**src/rtl/rs_ls_pkg.sv**
```systemverilog
// Shared types and constants for the load/store reservation station.
package rs_ls_pkg;

  localparam int unsigned RS_DEPTH_DEF = 4;
  localparam logic [3:0]  RS_TAG_BASE_DEF = 4'd5;

  localparam int unsigned DATA_W = 16;
  localparam int unsigned TAG_W  = 4;
  localparam int unsigned OP_W   = 6;
  localparam int unsigned OPC_W  = 3;
  localparam int unsigned CNT_W  = 4;

  localparam logic [OPC_W-1:0] OP_LW = 3'b100;
  localparam logic [OPC_W-1:0] OP_SW = 3'b101;

  typedef struct packed {
    logic              valid;
    logic [OP_W-1:0]   op;
    logic [DATA_W-1:0] offset;
    logic [DATA_W-1:0] vj;
    logic [TAG_W-1:0]  qj;
    logic [DATA_W-1:0] vk;
    logic [TAG_W-1:0]  qk;
    logic              inflight;
  } rs_entry_t;

  typedef enum logic [1:0] {
    IDLE      = 2'd0,
    WAIT_CONF = 2'd1,
    FIN       = 2'd2
  } rs_state_t;

  // A broadcast resolves an operand only when it carries a real (non-zero) tag.
  function automatic logic cdb_hit(input logic             vld,
                                   input logic [TAG_W-1:0] tag,
                                   input logic [TAG_W-1:0] q);
    return vld && (tag != '0) && (q == tag);
  endfunction

endpackage

```
**src/rtl/rs_ls_pick.sv**
```systemverilog
// Lowest-index priority select over a request vector.
module rs_ls_pick #(
  parameter int unsigned N  = 4,
  parameter int unsigned IW = 2
) (
  input  logic [N-1:0]  req,
  output logic          found,
  output logic [IW-1:0] idx
);

  always_comb begin
    found = |req;
    idx   = '0;
    for (int i = int'(N) - 1; i >= 0; i--) begin
      if (req[i]) idx = IW'(i);
    end
  end

endmodule

```
**src/rtl/rs_load_store.sv**
```systemverilog
// Load/store reservation station feeding a single address unit.
// Optional RS_LS_FLUSH_EN adds a flush input that drops all non-inflight entries.
module rs_load_store
  import rs_ls_pkg::*;
#(
  parameter int unsigned      DEPTH    = RS_DEPTH_DEF,
  parameter logic [TAG_W-1:0] TAG_BASE = RS_TAG_BASE_DEF
) (
  input  logic              CLK,
  input  logic              CLR,
  input  logic              issue_valid,
  input  logic [OP_W-1:0]   issue_op,
  input  logic [DATA_W-1:0] issue_offset,
  input  logic [DATA_W-1:0] issue_vj,
  input  logic [TAG_W-1:0]  issue_qj,
  input  logic [DATA_W-1:0] issue_vk,
  input  logic [TAG_W-1:0]  issue_qk,
  output logic              issue_ready,
  input  logic              cdb_valid,
  input  logic [TAG_W-1:0]  cdb_tag,
  input  logic [DATA_W-1:0] cdb_data,
  output logic              start,
  output logic [TAG_W-1:0]  ID_RS,
  output logic [DATA_W-1:0] Dado1,
  output logic [DATA_W-1:0] Dado2,
  output logic [DATA_W-1:0] Dado3,
  output logic [OP_W-1:0]   OP_Rd,
  input  logic              busy,
  input  logic              confirmacao,
  output logic              finalizado,
`ifdef RS_LS_FLUSH_EN
  input  logic              flush,
`endif
  output logic [CNT_W-1:0]  occupancy
);

  localparam int unsigned IDX_W = (DEPTH > 1) ? $clog2(DEPTH) : 1;

  rs_entry_t         ent_q [DEPTH];
  rs_entry_t         ent_d [DEPTH];
  rs_entry_t         issue_ent;
  rs_state_t         state_q, state_d;

  logic [DEPTH-1:0]  free_vec, ready_vec;
  logic              free_found, ready_found;
  logic [IDX_W-1:0]  free_idx, ready_idx, fly_idx_q;
  logic              dispatch, issue_fire, flush_c;

  logic              start_d, fin_d, issue_ready_d;
  logic [TAG_W-1:0]  id_d;
  logic [DATA_W-1:0] d1_d, d2_d, d3_d;
  logic [OP_W-1:0]   op_d;
  logic [CNT_W-1:0]  occ_d;

`ifdef RS_LS_FLUSH_EN
  assign flush_c = flush;
`else
  assign flush_c = 1'b0;
`endif

  // Per-entry free and dispatch-ready flags.
  always_comb begin
    for (int i = 0; i < int'(DEPTH); i++) begin
      free_vec[i]  = !ent_q[i].valid;
      ready_vec[i] = ent_q[i].valid && !ent_q[i].inflight && (ent_q[i].qj == '0) &&
                     ((ent_q[i].qk == '0) || (ent_q[i].op[OPC_W-1:0] != OP_SW));
    end
  end

  rs_ls_pick #(.N(DEPTH), .IW(IDX_W)) u_pick_free (
    .req   (free_vec),
    .found (free_found),
    .idx   (free_idx)
  );

  rs_ls_pick #(.N(DEPTH), .IW(IDX_W)) u_pick_ready (
    .req   (ready_vec),
    .found (ready_found),
    .idx   (ready_idx)
  );

  assign issue_fire = issue_valid && free_found;
  assign dispatch   = (state_q == IDLE) && ready_found && !busy && !confirmacao && !flush_c;

  // Incoming entry, with same-cycle CDB bypass on both operands.
  always_comb begin
    issue_ent          = '0;
    issue_ent.valid    = 1'b1;
    issue_ent.op       = issue_op;
    issue_ent.offset   = issue_offset;
    issue_ent.vj       = issue_vj;
    issue_ent.qj       = issue_qj;
    issue_ent.vk       = issue_vk;
    issue_ent.qk       = issue_qk;
    if (cdb_hit(cdb_valid, cdb_tag, issue_qj)) begin
      issue_ent.qj = '0;
      issue_ent.vj = cdb_data;
    end
    if (cdb_hit(cdb_valid, cdb_tag, issue_qk)) begin
      issue_ent.qk = '0;
      issue_ent.vk = cdb_data;
    end
  end

  // Entry update: CDB capture, flush, release, dispatch mark, then issue write.
  always_comb begin
    for (int i = 0; i < int'(DEPTH); i++) begin
      ent_d[i] = ent_q[i];
    end
    for (int i = 0; i < int'(DEPTH); i++) begin
      if (ent_q[i].valid && cdb_hit(cdb_valid, cdb_tag, ent_q[i].qj)) begin
        ent_d[i].qj = '0;
        ent_d[i].vj = cdb_data;
      end
      if (ent_q[i].valid && cdb_hit(cdb_valid, cdb_tag, ent_q[i].qk)) begin
        ent_d[i].qk = '0;
        ent_d[i].vk = cdb_data;
      end
      if (flush_c && !ent_q[i].inflight) ent_d[i] = '0;
    end
    if (state_q == FIN) ent_d[fly_idx_q] = '0;
    if (dispatch) ent_d[ready_idx].inflight = 1'b1;
    if (issue_fire) ent_d[free_idx] = issue_ent;
  end

  // Status is registered from the next entry state so it tracks the entry array exactly.
  always_comb begin
    occ_d         = '0;
    issue_ready_d = 1'b0;
    for (int i = 0; i < int'(DEPTH); i++) begin
      occ_d = occ_d + CNT_W'(ent_d[i].valid);
      if (!ent_d[i].valid) issue_ready_d = 1'b1;
    end
  end

  // FSM state register.
  always_ff @(posedge CLK) begin
    if (CLR) state_q <= IDLE;
    else     state_q <= state_d;
  end

  // FSM next state.
  always_comb begin
    state_d = state_q;
    case (state_q)
      IDLE:      if (dispatch) state_d = WAIT_CONF;
      WAIT_CONF: if (confirmacao) state_d = FIN;
      FIN:       state_d = IDLE;
      default:   state_d = IDLE;
    endcase
  end

  // FSM outputs, computed one cycle ahead and registered below.
  always_comb begin
    start_d = 1'b0;
    fin_d   = 1'b0;
    id_d    = ID_RS;
    d1_d    = Dado1;
    d2_d    = Dado2;
    d3_d    = Dado3;
    op_d    = OP_Rd;
    case (state_q)
      IDLE: begin
        if (dispatch) begin
          start_d = 1'b1;
          id_d    = TAG_BASE + TAG_W'(ready_idx);
          d1_d    = ent_q[ready_idx].offset;
          d2_d    = ent_q[ready_idx].vj;
          d3_d    = ent_q[ready_idx].vk;
          op_d    = ent_q[ready_idx].op;
        end
      end
      WAIT_CONF: if (confirmacao) fin_d = 1'b1;
      default: ;
    endcase
  end

  always_ff @(posedge CLK) begin
    if (CLR) begin
      start       <= 1'b0;
      finalizado  <= 1'b0;
      ID_RS       <= '0;
      Dado1       <= '0;
      Dado2       <= '0;
      Dado3       <= '0;
      OP_Rd       <= '0;
      fly_idx_q   <= '0;
      occupancy   <= '0;
      issue_ready <= 1'b1;
    end else begin
      start       <= start_d;
      finalizado  <= fin_d;
      ID_RS       <= id_d;
      Dado1       <= d1_d;
      Dado2       <= d2_d;
      Dado3       <= d3_d;
      OP_Rd       <= op_d;
      occupancy   <= occ_d;
      issue_ready <= issue_ready_d;
      if (dispatch) fly_idx_q <= ready_idx;
    end
  end

  always_ff @(posedge CLK) begin
    for (int i = 0; i < int'(DEPTH); i++) begin
      if (CLR) ent_q[i] <= '0;
      else     ent_q[i] <= ent_d[i];
    end
  end

endmodule

```
**config.mk**
```make
export PLATFORM = sky130hd
export DESIGN_NAME = rs_load_store
export DESIGN_NICKNAME = d
export VERILOG_FILES = /design/src/rtl/rs_ls_pkg.sv /design/src/rtl/rs_ls_pick.sv /design/src/rtl/rs_load_store.sv
export SDC_FILE = /design/constraint.sdc
export NUM_CORES = 1
export LEC_CHECK = 0
export BUFFER_PORTS_ARGS = -buffer_cell sky130_fd_sc_hd__clkbuf_2
export CAP_MARGIN = 20
export CORE_UTILIZATION = 50
export CTS_BUF_LIST = sky130_fd_sc_hd__clkbuf_4 sky130_fd_sc_hd__clkbuf_8
export DETAILED_ROUTE_END_ITERATION = 16
export GPL_TIMING_DRIVEN = 0
export MAX_ROUTING_LAYER = met4
export PLACE_DENSITY_LB_ADDON = 0.05
export SYNTH_ARGS = -nofsm -noshare
export SYNTH_HDL_FRONTEND = slang
export SYNTH_SLANG_ARGS = --single-unit
```
**constraint.sdc**
```tcl
create_clock -name CLK -period 2.5 [get_ports CLK]
set_clock_uncertainty 0.1 [all_clocks]
set_input_delay 0.5 -clock CLK [delete_from_list [all_inputs] [get_ports CLK]]
set_output_delay 0.5 -clock CLK [all_outputs]
set_load 0.005 [all_outputs]
```
### Yosys cells after proc, flatten, opt, wreduce, memory -nomap -nowiden

Memories as Yosys holds them, arrays and structs flattened. A register that Yosys moved wholly into a read port is not among the register bits.
Cells that the tools add are included.

| storage, ports and cells | value |
|---|---|
| bits in registers | 15 |
| memory bits (writable) | 256 |
| input bits | 88 |
| output and inout bits | 65 |
| logic and storage cells | 161 |
| memories | 1 |

| operators by class | value |
|---|---|
| add/sub/neg operators | 4 |
| order comparisons | 6 |
| eq/ne operators | 18 |
| muxes and demuxes | 42 |
| bitwise gates (word level) | 14 |
| reductions and logical operators | 69 |

Memory list:

| memory | depth | width | read ports | clocked after Yosys merged registers in | write ports | RTL line | RTL |
|---|---|---|---|---|---|---|---|
| ent_q | 4 | 64 | 5 | 1 | 4 | rs_load_store.sv:39 | `rs_entry_t ent_q [DEPTH];` |

Operator list:

| cell | count |
|---|---|
| 256-bit two-way mux | 3 |
| 256-bit bitwise mux | 2 |
| 64-bit demux with 2-bit select | 3 |
| 64-bit two-way mux | 6 |
| 256-bit bitwise AND | 1 |
| 256-bit NOT | 1 |
| 20-bit two-way mux | 10 |
| 4-bit equality test | 10 |
| 1-bit logical AND | 38 |
| 4-bit logical NOT | 8 |
| 2-bit two-way mux | 10 |
| 3-bit inequality test, second input constant | 4 |
| 4-bit OR reduction | 3 |
| 1-bit logical NOT | 10 |
| 3-bit greater-or-equal comparator, second input constant | 3 |
| 3-bit by 1-bit < comparator with 1-bit output, second input constant | 3 |
| 2-bit NOT with 3-bit output | 3 |
| 1-bit two-way mux | 7 |
| 1-bit NOT | 5 |
| 3-bit by 1-bit adder with 4-bit output | 1 |
| 3-bit by 2-bit adder with 4-bit output, first input constant | 1 |
| 1-bit logical OR | 4 |
| 2-bit inequality test, second input constant | 2 |
| 1-bit bitwise OR | 4 |
| 9 further kinds | 11 |

### Depth between registers and ports, before layout

An unclocked memory read counts as a cell.

| logic depth | value |
|---|---|
| depth after elaboration | 21 |
| depth in mapped cells | 10 |
| gate-level depth less buffers | 8 |

### Modules after synthesis

From an unflattened synthesis, not the netlist that was laid out.

| unflattened totals | value |
|---|---|
| cell total of the unflattened synthesis | 1527 |
| area, all modules | 14966.9 µm² |

By module, submodules not included:

| module | instances | cells an instance | area each (µm²) | seq. area each (µm²) |
|---|---|---|---|---|
| rs_load_store | 1 | 1513 | 14896.8 | 6486.2 |
| rs_ls_pick | 2 | 7 | 35.0 | 0.0 |

### Worst setup path after synthesis

OpenSTA, ideal clock, no wires.

| timing | value |
|---|---|
| path kind | in2reg |
| start point | input port issue_valid |
| end point | register occupancy[1] |
| library setup time | 127 ps |
| data arrival time | 2261 ps |
| data required time | 2273 ps |
| path slack | 11 ps |
| cell stages on the path | 8 |
| buffers on the path | 1 |
| path through | nand3_1 -> nor3b_1 -> clkbuf_1 -> a21o_1 -> fa_1 -> ha_1 -> ha_1 -> nor2b_1 |

RTL lines:

| element | RTL line | RTL |
|---|---|---|
| from (decl) | rs_load_store.sv:11 | `input logic issue_valid,` |
| to (signal assigned) | rs_load_store.sv:188 | `occupancy <= '0;` |
| to (signal assigned) | rs_load_store.sv:198 | `occupancy <= occ_d;` |
| to (decl) | rs_load_store.sv:34 | `output logic [CNT_W-1:0] occupancy` |

==> qor.yml <==
status:
  status: "finished with violations"
  violations: "setup timing"
finish:
  design_area_um2: 20200
  final_cells: 2921
  fin_util_pct: 61.5
  drive_gt1_share_pct: 15.4
  nNetsFinal: 2532
  fillers: 3147
  area_growth_syn_to_layout_pct: 19.5
sta:
  relSlewSlack_pct: 27.2
  finalSetupViolCount: 3
  drv_slew: 0
  hold_ws_ns: 0.0306
  fin_crit_sh_pct: 103
  worstMarginPinSlew_ns: 1.09
  fin_crit_ns: 2.56
  finalHoldViolCount: 0
  final.setup.worst_slack_ns: -0.0636
  fmax_mhz: 390
power:
  p_comb_share_pct: 13.9
  switchingPower_mw: 3.73
  ir_worst_vdd_uv: 467
  seqPwrFrac_pct: 43.5
  clkPwrFrac_pct: 42.7
  p_int_mw: 8.71
  swShare_pct: 30.0
  leakage_nw: 8.03
  power_density_nw_per_um2: 615
die:
  die_w_um: 186
  start_util_pct: 51.5
  die_h_um: 186
  pin_count: 153
  coreArea_um2: 32900
  fp.dieArea_um2: 34600
  rows: 66
routing:
  antenna_left: 0
  drc: 0
  dr.pass1.iters: 5
  drtIter0Drc: 2172
  routedWlPerCell_um: 24.9
  vias: 19000
  routed_via_density: 6.50
  routed_wl_mm: 72.6
logic_synthesis:
  yosysMostFrequentCell: "o21ai_0"
  synth_area_leader_cell: "dfxtp_1"
  ys_seq_area_share_pct: 38.4
  synth_edf_count: 0
  synth-main-ff-cell: "dfxtp_1"
  async_flop_share_pct: 0
  ys_ff_latch: 324
  synth_area_leaders: "dfxtp_1 38%, o21ai_0 11%, a21boi_0 7.1%"
  syn-cell-area_um2: 16900
  yosysWarningCount: 0
  ys_top_cells_by_count: "373 x o21ai_0, 324 x dfxtp_1, 214 x a21oi_1"
  synth.avg_cell_area_um2: 7.73
  syn_inst: 2187
  yosysUniqueCellTypes: 54
  synth_top_area_share_pct: 38.4
  synth_nets: 2282
global_routing:
  grt_pass1_wl_mm: 107
  grt.total_usage_pct: 42.8
  grt_max_degree: 18
  antenna_found_initial: 1
  grt_pass1_vias: 17700
  grt.overflow.total: 0
worst_hold_path:
  hold_path.class: "input pin to flop"
clock_network:
  numCtsBuffers: 58
  cts-htree-levels: 2
  cts_sinks: 324
  clock-root-buffer: "clkbuf_8"
  clk-insertion-delay-late_ns: 0.71
  clkTransAtPathRegs_ns: 0.06
  cts_tree: "yes"
  clk_path_buf_depth: 3
critical_path:
  worstPathCellList: "nor4_4, o311ai_4, buf_8, buf_6, nand2_1, nand2_1, inv_1, ha_1, nand2_1, a211oi_1"
  cpMaxStageDelayCell: "nor4_4"
  critical_path_class: "flop to flop"
  cp_slowest_stage_delay_ns: 0.46
  crit_top_cell: "nand2_1"
  startpoint_type: "flop"
  critical_path_required_ns: 3.03
  crit_path_max_fanout: 10
  end_kind: "flop"
  cp.arrival_ns: 3.09
place:
  dp_cells: 2784
  placed_area_um2: 18300
  numPortBuffers: 151
  pre_cts_ws_ns: -1.05
  gp_congestion: 1.02
  dp_hpwl_mm: 52.4
flow_run:
  maxCapViolations: 0
[repair_timing]
action / in CTS / in global routing
pin swaps: 5 / 7
gates cloned: 0 / 1
hold buffers: 23 / 0
resized for setup: 67 / 61
endpoints found under the setup margin: 204 / 179
setup buffers: 10 / 7
hold endpoints to repair: 46 / 0
[final timing paths]
kind | from | to | slack (ns) | cells after the start
setup / recovery | ent_q[3][24]$_SDFF_PP0_ | ent_q[3][0]$_SDFF_PP0_ | -0.06 | 10
hold / removal | issue_qj[1] | ent_q[0][22]$_SDFF_PP0_ | 0.03 | 3
setup reg to reg | ent_q[3][24]$_SDFF_PP0_ | ent_q[3][0]$_SDFF_PP0_ | -0.06 | 10
hold reg to reg | ID_RS[1]$_SDFFE_PP0P_ | ID_RS[1]$_SDFFE_PP0P_ | 0.36 | 2
[critical path: cells and delay by family, from the launching register on]
family	cells	cell delay (ns)
AOI/OAI and AO/OA	2	0.48
adders and majority gates	1	0.18
buffers and inverters	3	0.48
DFF	1	0.36
and+or+nand+nor	4	0.87
[cell families (layout without fill, tap and decap cells)]
logic type                 Yosys count  in the layout  share of synthesized area [%]
DFF                                324            324                           38.4
adders and majority gates            7              7                          0.562
buffers and inverters              242            530                           5.68
other                                1              5                         0.0222
and+or+nand+nor                    612            612                           18.8
xor gates and xnor gates            40             40                           2.07
AOI/OAI and AO/OA                  961            961                           34.5
[placed cells by master (no fill, tap or decap), drive strengths merged, types with 23 or more instances in the layout]
cell type / n
a32o: 52
a21oi: 214
and3: 128
xor2: 40
dfxtp: 324
nor2: 104
dlygate4sd3: 23
nor3: 88
clkbuf: 421
nand2: 123
o21a: 52
a21boi: 160
buf: 59
nand3: 112
o21ai: 415
a22oi: 47
[registers in the layout, summed over array words and instances (netlist names)]
| register | flops |
|---|---|
| Dado1 | 16 |
| Dado2 | 16 |
| Dado3 | 16 |
| ID_RS | 4 |
| OP_Rd | 6 |
| ent_q | 256 |
| finalizado | 1 |
| fly_idx_q | 2 |
| issue_ready | 1 |
| occupancy | 3 |
| start | 1 |
| state_q | 2 |
[per-stage QoR]
stage / TNS (ns) / total power, mW
4_1_cts: 0 / 12.3
2_1_floorplan: 0 / 6.34
3_5_place_dp: -149.44 / 7.04
3_3_place_gp: -179.68 / 7.01
5_1_grt: -0.0673 / 12.8
6_report: -0.0749 / 12.4
[final cells by class]
cell class | instances | area [µm²] | area share [%]
Multi-Input combinational cell | 1621 | 9730 | 48.1
Sequential cell | 324 | 6490 | 32.1
Timing Repair Buffer | 196 | 1200 | 5.93
Clock buffer | 91 | 1150 | 5.67
Buffer | 216 | 950 | 4.70
Tap cell | 442 | 553 | 2.74
Inverter | 20 | 75.1 | 0.371
Clock inverter | 7 | 61.3 | 0.303
Antenna cell | 4 | 10.0 | 0.0495
[power groups by stage]
stage,Clock [mW],Combinational (mW),Sequential [mW]
2_1_floorplan,0,0.853,5.48
3_3_place_gp,0,1.51,5.50
3_5_place_dp,0,1.53,5.51
4_1_cts,5.30,1.62,5.40
5_1_grt,5.53,1.81,5.42
6_report,5.31,1.73,5.41
[layer usage]
layer	up-vias	track usage, %	wire length [µm]
met5	-	-	0
met4	0	18.6	3010
met3	211	9.14	8110
met2	1188	63.1	31600
met1	9125	56.1	29900
li1	8464	-	-
(Power assumes the default switching activity.)
